**src/rtl/nubus_pkg.sv**
```systemverilog
// Shared NuBus slave definitions: response status codes, slot-space prefix,
// controller states and the block-length decode used when NUBUS_SLAVE_BLOCK_EN is defined.
package nubus_pkg;

   // Response status as driven on {tm1, tm0} during the acknowledge cycle
   typedef enum logic [1:0] {
      STAT_COMPLETE = 2'b00,
      STAT_ERROR    = 2'b01,
      STAT_TIMEOUT  = 2'b10,
      STAT_TRYAGAIN = 2'b11
   } nub_status_t;

   localparam logic [3:0] SLOT_PREFIX = 4'hF;

   typedef enum logic [2:0] {
      S_IDLE,
      S_WDATA,
      S_WB,
      S_RESP,
      S_BEAT
   } nub_state_t;

   // Returns {valid, last_beat_index} for the one-hot block length code in ad[5:2]
   function automatic logic [4:0] blk_decode(input logic [3:0] code);
      case (code)
         4'b0001: return {1'b1, 4'd1};
         4'b0010: return {1'b1, 4'd3};
         4'b0100: return {1'b1, 4'd7};
         4'b1000: return {1'b1, 4'd15};
         default: return {1'b0, 4'd0};
      endcase
   endfunction

endpackage

```
**src/rtl/nubus_slave_timer.sv**
```systemverilog
// Loadable down-counter bounding the Wishbone wait; expired is high once the count reaches zero.
module nubus_slave_timer #(
   parameter int W = 8
) (
   input  logic         nub_clkn,
   input  logic         nub_resetn,
   input  logic         load,
   input  logic         en,
   input  logic [W-1:0] load_val,
   output logic         expired
);

   logic [W-1:0] count;

   always_ff @(negedge nub_clkn or negedge nub_resetn) begin
      if (!nub_resetn)
         count <= '0;
      else if (load)
         count <= load_val;
      else if (en && (count != '0))
         count <= count - W'(1);
   end

   assign expired = (count == '0);

endmodule

```
**src/rtl/nubus_slave_ctrl.sv**
```systemverilog
// NuBus slot slave bridging claimed cycles to a Wishbone master port, all state on the falling edge.
// Define NUBUS_SLAVE_BLOCK_EN to accept block transfers; otherwise they are answered with Error.
module nubus_slave_ctrl
   import nubus_pkg::*;
#(
   parameter int TIMEOUT = 200
) (
   input  logic        nub_clkn,
   input  logic        nub_resetn,
   input  logic [3:0]  id,
   input  logic        tm0,
   input  logic        tm1,
   input  logic        start,
   input  logic        ack,
   input  logic [31:0] ad,
   input  logic [3:0]  sel,
   input  logic        block,
   output logic        wb_cyc,
   output logic        wb_stb,
   output logic        wb_we,
   output logic [29:0] wb_adr,
   output logic [31:0] wb_dat_w,
   output logic [3:0]  wb_sel,
   input  logic [31:0] wb_dat_r,
   input  logic        wb_ack,
   input  logic        wb_err,
   output logic        ack_o,
   output logic        tm0_o,
   output logic        tm1_o,
   output logic [31:0] ad_o,
   output logic        ad_oe
);

   localparam int TW = $clog2(TIMEOUT + 1);

   nub_state_t  state, state_nxt;
   nub_status_t status;
   logic        is_write;
   logic        claim;
   logic        blk_reject;
   logic        more_beats;
   logic        tmr_expired;

   // Transfer size is already encoded in sel, so tm0 carries nothing extra here
   logic unused_tm0;
   assign unused_tm0 = tm0;

   assign claim = start & ~ack & (ad[31:24] == {SLOT_PREFIX, id});

`ifdef NUBUS_SLAVE_BLOCK_EN
   logic       is_block;
   logic [3:0] beat_idx;
   logic [3:0] beat_last;
   logic [4:0] blk_info;

   assign blk_info   = blk_decode(ad[5:2]);
   assign blk_reject = block & ~blk_info[4];
   assign more_beats = is_block & (beat_idx != beat_last);
`else
   assign blk_reject = block;
   assign more_beats = 1'b0;
`endif

   always_comb begin
      state_nxt = state;
      case (state)
         S_IDLE:  if (claim) state_nxt = blk_reject ? S_RESP : (tm1 ? S_WDATA : S_WB);
         S_WDATA: state_nxt = S_WB;
         S_WB: begin
            if (wb_err)
               state_nxt = S_RESP;
            else if (wb_ack)
               state_nxt = more_beats ? S_BEAT : S_RESP;
            else if (tmr_expired)
               state_nxt = S_RESP;
         end
         S_RESP:  state_nxt = S_IDLE;
         S_BEAT:  state_nxt = is_write ? S_WDATA : S_WB;
         default: state_nxt = S_IDLE;
      endcase
   end

   always_ff @(negedge nub_clkn or negedge nub_resetn) begin
      if (!nub_resetn) begin
         state    <= S_IDLE;
         status   <= STAT_COMPLETE;
         is_write <= 1'b0;
         wb_adr   <= '0;
         wb_dat_w <= '0;
         wb_sel   <= '0;
         ad_o     <= '0;
`ifdef NUBUS_SLAVE_BLOCK_EN
         is_block  <= 1'b0;
         beat_idx  <= '0;
         beat_last <= '0;
`endif
      end else begin
         state <= state_nxt;
         case (state)
            S_IDLE: if (claim) begin
               is_write <= tm1;
               wb_sel   <= tm1 ? sel : 4'hF;
               wb_adr   <= {6'd0, ad[25:2]};
               status   <= blk_reject ? STAT_ERROR : STAT_COMPLETE;
`ifdef NUBUS_SLAVE_BLOCK_EN
               is_block  <= block;
               beat_idx  <= '0;
               beat_last <= blk_info[3:0];
               if (block) wb_adr <= {6'd0, ad[25:6], 4'd0};
`endif
            end
            S_WDATA: wb_dat_w <= ad;
            S_WB: begin
               if (wb_err)
                  status <= STAT_ERROR;
               else if (wb_ack) begin
                  status <= STAT_COMPLETE;
                  if (!is_write) ad_o <= wb_dat_r;
`ifdef NUBUS_SLAVE_BLOCK_EN
                  if (more_beats) begin
                     beat_idx    <= beat_idx + 4'd1;
                     wb_adr[3:0] <= beat_idx + 4'd1;
                  end
`endif
               end else if (tmr_expired)
                  status <= STAT_TIMEOUT;
            end
            default: ;
         endcase
      end
   end

   // Reloaded whenever outside WB, so each Wishbone access gets exactly TIMEOUT cycles
   nubus_slave_timer #(.W(TW)) u_timer (
      .nub_clkn   (nub_clkn),
      .nub_resetn (nub_resetn),
      .load       (state != S_WB),
      .en         (state == S_WB),
      .load_val   (TW'(TIMEOUT - 1)),
      .expired    (tmr_expired)
   );

   assign wb_cyc = (state == S_WB);
   assign wb_stb = wb_cyc;
   assign wb_we  = wb_cyc & is_write;
   assign ack_o  = (state == S_RESP);
   assign tm1_o  = ack_o & status[1];
   assign tm0_o  = (ack_o & status[0]) | (state == S_BEAT);
   assign ad_oe  = ~is_write & ((ack_o & (status == STAT_COMPLETE)) | (state == S_BEAT));

endmodule
```
**config.mk**
```make
export PLATFORM = sky130hd
export DESIGN_NAME = nubus_slave_ctrl
export DESIGN_NICKNAME = d
export VERILOG_FILES = /design/src/rtl/nubus_pkg.sv /design/src/rtl/nubus_slave_timer.sv /design/src/rtl/nubus_slave_ctrl.sv
export SDC_FILE = /design/constraint.sdc
export NUM_CORES = 1
export LEC_CHECK = 0
export ABC_AREA = 1
export BUFFER_PORTS_ARGS = -buffer_cell sky130_fd_sc_hd__buf_2
export CORE_MARGIN = 5
export CORE_UTILIZATION = 48
export DETAILED_ROUTE_END_ITERATION = 10
export PLACE_DENSITY = 0.79
export SYNTH_ARGS = -nofsm -noshare
export SYNTH_HDL_FRONTEND = slang
export SYNTH_HIERARCHICAL = 1
export SYNTH_SLANG_ARGS = --single-unit
```
**constraint.sdc**
```tcl
create_clock -name nub_clkn -period 1.9 [get_ports nub_clkn]
set_input_delay 0 -clock nub_clkn [delete_from_list [all_inputs] [get_ports nub_clkn]]
set_output_delay 0 -clock nub_clkn [all_outputs]
set_load 0.02 [all_outputs]
```
==> results.ini <==
[run_status]
run_status = complete, but fails checks
violations = negative setup slack

[synth]
syn_inst = 442
ys.flop_type = dfrtn_1
avgSynthCellArea_sq_um = 10.5
syn-cell-area_sq_mm = 0.00464
async_flop_share_pct = 100
yosys_register_bits = 105
synth-seq-area-share_pct = 56.6
synth_edf_count = 0
synthDistinctLibCells = 32
synth_warnings = 6

[sta]
final_hold_viol_count = 0
tns_ns = -2.69
setup_viol = 9
slew_violations = 0
whs_ns = 0.373
setup_ws_ns = -0.411
skew_ns = 0.0112
rsz0062_at_grt = yes

[placement]
placed_cell_area_sq_mm = 0.00586
io_buffers = 178
dp_hpwl_um = 8670
routabilityCongestion = 0.832

[setup_path]
cp-start-kind = flop
reg2regPathDepth = 8
cp.arrival_ns = 2.31
crit_type = flop to output pin
rr_startpoint = state[1]
r2r_slack_ns = 0
worstPathMaxFanout = 4
r2r-end = ad_o[2]
critPathCaptureType = output pin
worstPathRequired_ns = 1.90

[final_layout]
area_growth_pct = 41.3
regArea_sq_mm = 0.00263
fin_area_sq_mm = 0.00656
final_nets = 752
multi_input_area_sq_mm = 0.00175
fillers = 676
num_antenna_cells = 0
layout-drive-gt1-share_pct = 46.7

[floorplan]
dieArea_sq_mm = 0.0117
start_util_pct = 49.8
die_h_um = 108
core_area_sq_mm = 0.00933
rows = 35
io_pins = 186
die_x_um = 108

[run]
cap_violations = 0

[cts]
clock_path_buffers = 2
cts_buffers = 9
insertion_delay_ns = 0.34
htreeDepth = 3
cts.root.buffer_cell = clkbuf_8
cts.reportedPaths.clkPinSlew_ns = 0.07
cts_tree = built
clkSinkCount = 105
hold_buffers = 0

[drt]
drtPass1Iterations = 4
routed_wl_um = 12300
vias = 3869
via_per_inst = 4.84
post_drt_wl_per_cell_um = 15.4
drc = 0
ant_nets = 0
first_iter_violations = 176

[pwr]
comb_power_share_pct = 44.6
pwr-share-clk_pct = 16.6
p_sw_share_pct = 38.3
power.internal_mw = 5.18
vdd_drop_max_mv = 0.785
total_leakage_power_nw = 3.57
seq_power_share_pct = 38.9
power.density_mw_per_mm2 = 1280
p_switching_mw = 3.22
finalPower_mw = 8.39

[grt]
antenna_found_initial = 0
grt_usage_pct = 19.1
grt_max_degree = 41
grt_pass1_vias = 3887
overflow = 0
grt_pass1_wl_um = 17800

[hold_path]
hp-class = primary input to async pin

==> metal layers <==
metal	routed length (um)	GRT usage, %
met1	4810	23.5
met2	6520	34.0
met3	861	4.96
met4	136	3.97
met5	0	0
==> cells in the final DEF, fill, tap and decap left out, types with 2 or more instances in the layout <==
cell type and instances:
buf_4 92, mux2_2 50, nor2_2 2, nand3_1 14, nand2_1 70, o21ai_1 4
nor2_1 38, inv_1 51, dfrtn_1 105, inv_2 9, a21oi_1 30, clkinvlp_4 2
ha_4 2, a21boi_2 4, buf_6 24, clkbuf_1 2, nand3_4 2, clkbuf_8 9
conb_1 14, nand4_1 4, nor2_4 3, buf_12 5, o21ai_0 7, buf_2 97
ha_1 3, clkbuf_16 2, o21a_1 6, mux2_1 6
==> worst max path at each step <==
| stage | start | to | depth (start not counted) |
|---|---|---|---|
| floorplan | state[1] | wb_we | 3 |
| detailed placement | ack | wb_adr[7] | 8 |
| CTS | state[1] | ad_oe | 4 |
| global route | state[1] | wb_we | 5 |
| finish | state[1] | wb_cyc | 4 |
| global placement | ad[26] | wb_adr[0] | 10 |
==> cell usage after synthesis, types with 7 or more instances <==
master / count / share of area, %
mux2_2: 50 / 12
nand2_1: 70 / 5.7
inv_1: 55 / 4.4
a21oi_1: 30 / 3.2
o21ai_0: 7 / 0.75
buf_4: 10 / 1.6
nor2_1: 38 / 3.1
nand3_1: 14 / 1.5
dfrtn_1: 105 / 57
==> power by group through the flow <==
stage          registers [mW]  clock network [mW]  logic, mW
2_1_floorplan            3.76                   0       1.58
3_3_place_gp             3.23                   0       3.10
3_5_place_dp             3.26                   0       3.21
4_1_cts                  3.23                1.42       3.39
5_1_grt                  3.33                1.51       4.05
6_report                 3.26                1.39       3.74
==> cells by family (layout without fill, tap and decap cells) <==
logic type	Yosys count	count (layout)	share of synthesized area (%)
AOI/OAI and AO/OA	53	53	6.87
xor gates and xnor gates	1	1	0.189
adders and majority gates	6	6	1.62
buffers and inverters	81	297	7.87
DFF	105	105	56.6
and+or+nand+nor	138	138	13.1
other	2	14	0.162
muxes	56	56	13.6
==> flip-flops by register name, summed over array words and instances, names as in the netlist <==
signal         flops
ad_o              32
wb_dat_w          32
wb_adr            24
u_timer/count      8
wb_sel             4
state              2
status             2
is_write           1
==> critical path, cell delays in order, from the launching register on <==
cell and delay [ns]:
dfrtn_1 0.50, buf_4 0.15, ha_4 0.14, buf_4 0.12, buf_6 0.11
==> repair_timing <==
action / CTS / global route
gates resized for setup: 31 / 80
setup endpoints to repair: 21 / 111
setup buffers: 4 / 14
gates cloned: 0 / 3
pin swaps: 1 / 2
==> cell type report <==
class                      instances  area share [%]
clock buffer                      11            2.00
clock inverter                     5           0.992
inverter                          61            3.51
multi-input combinational        268            26.7
sequential                       105            40.0
tap                              129            2.46
timing repair buffer             220            24.3
==> metrics by stage <==
step,worst slack [ns],instances,util (%)
after floorplan,-0.0738,454,-
after global routing,-0.496,799,70.3
final,-0.411,799,70.3
after global placement,-0.123,762,62.8
after CTS,-0.437,782,66.2
after detailed placement,-0.179,762,62.8
(Power assumes the default switching activity.)
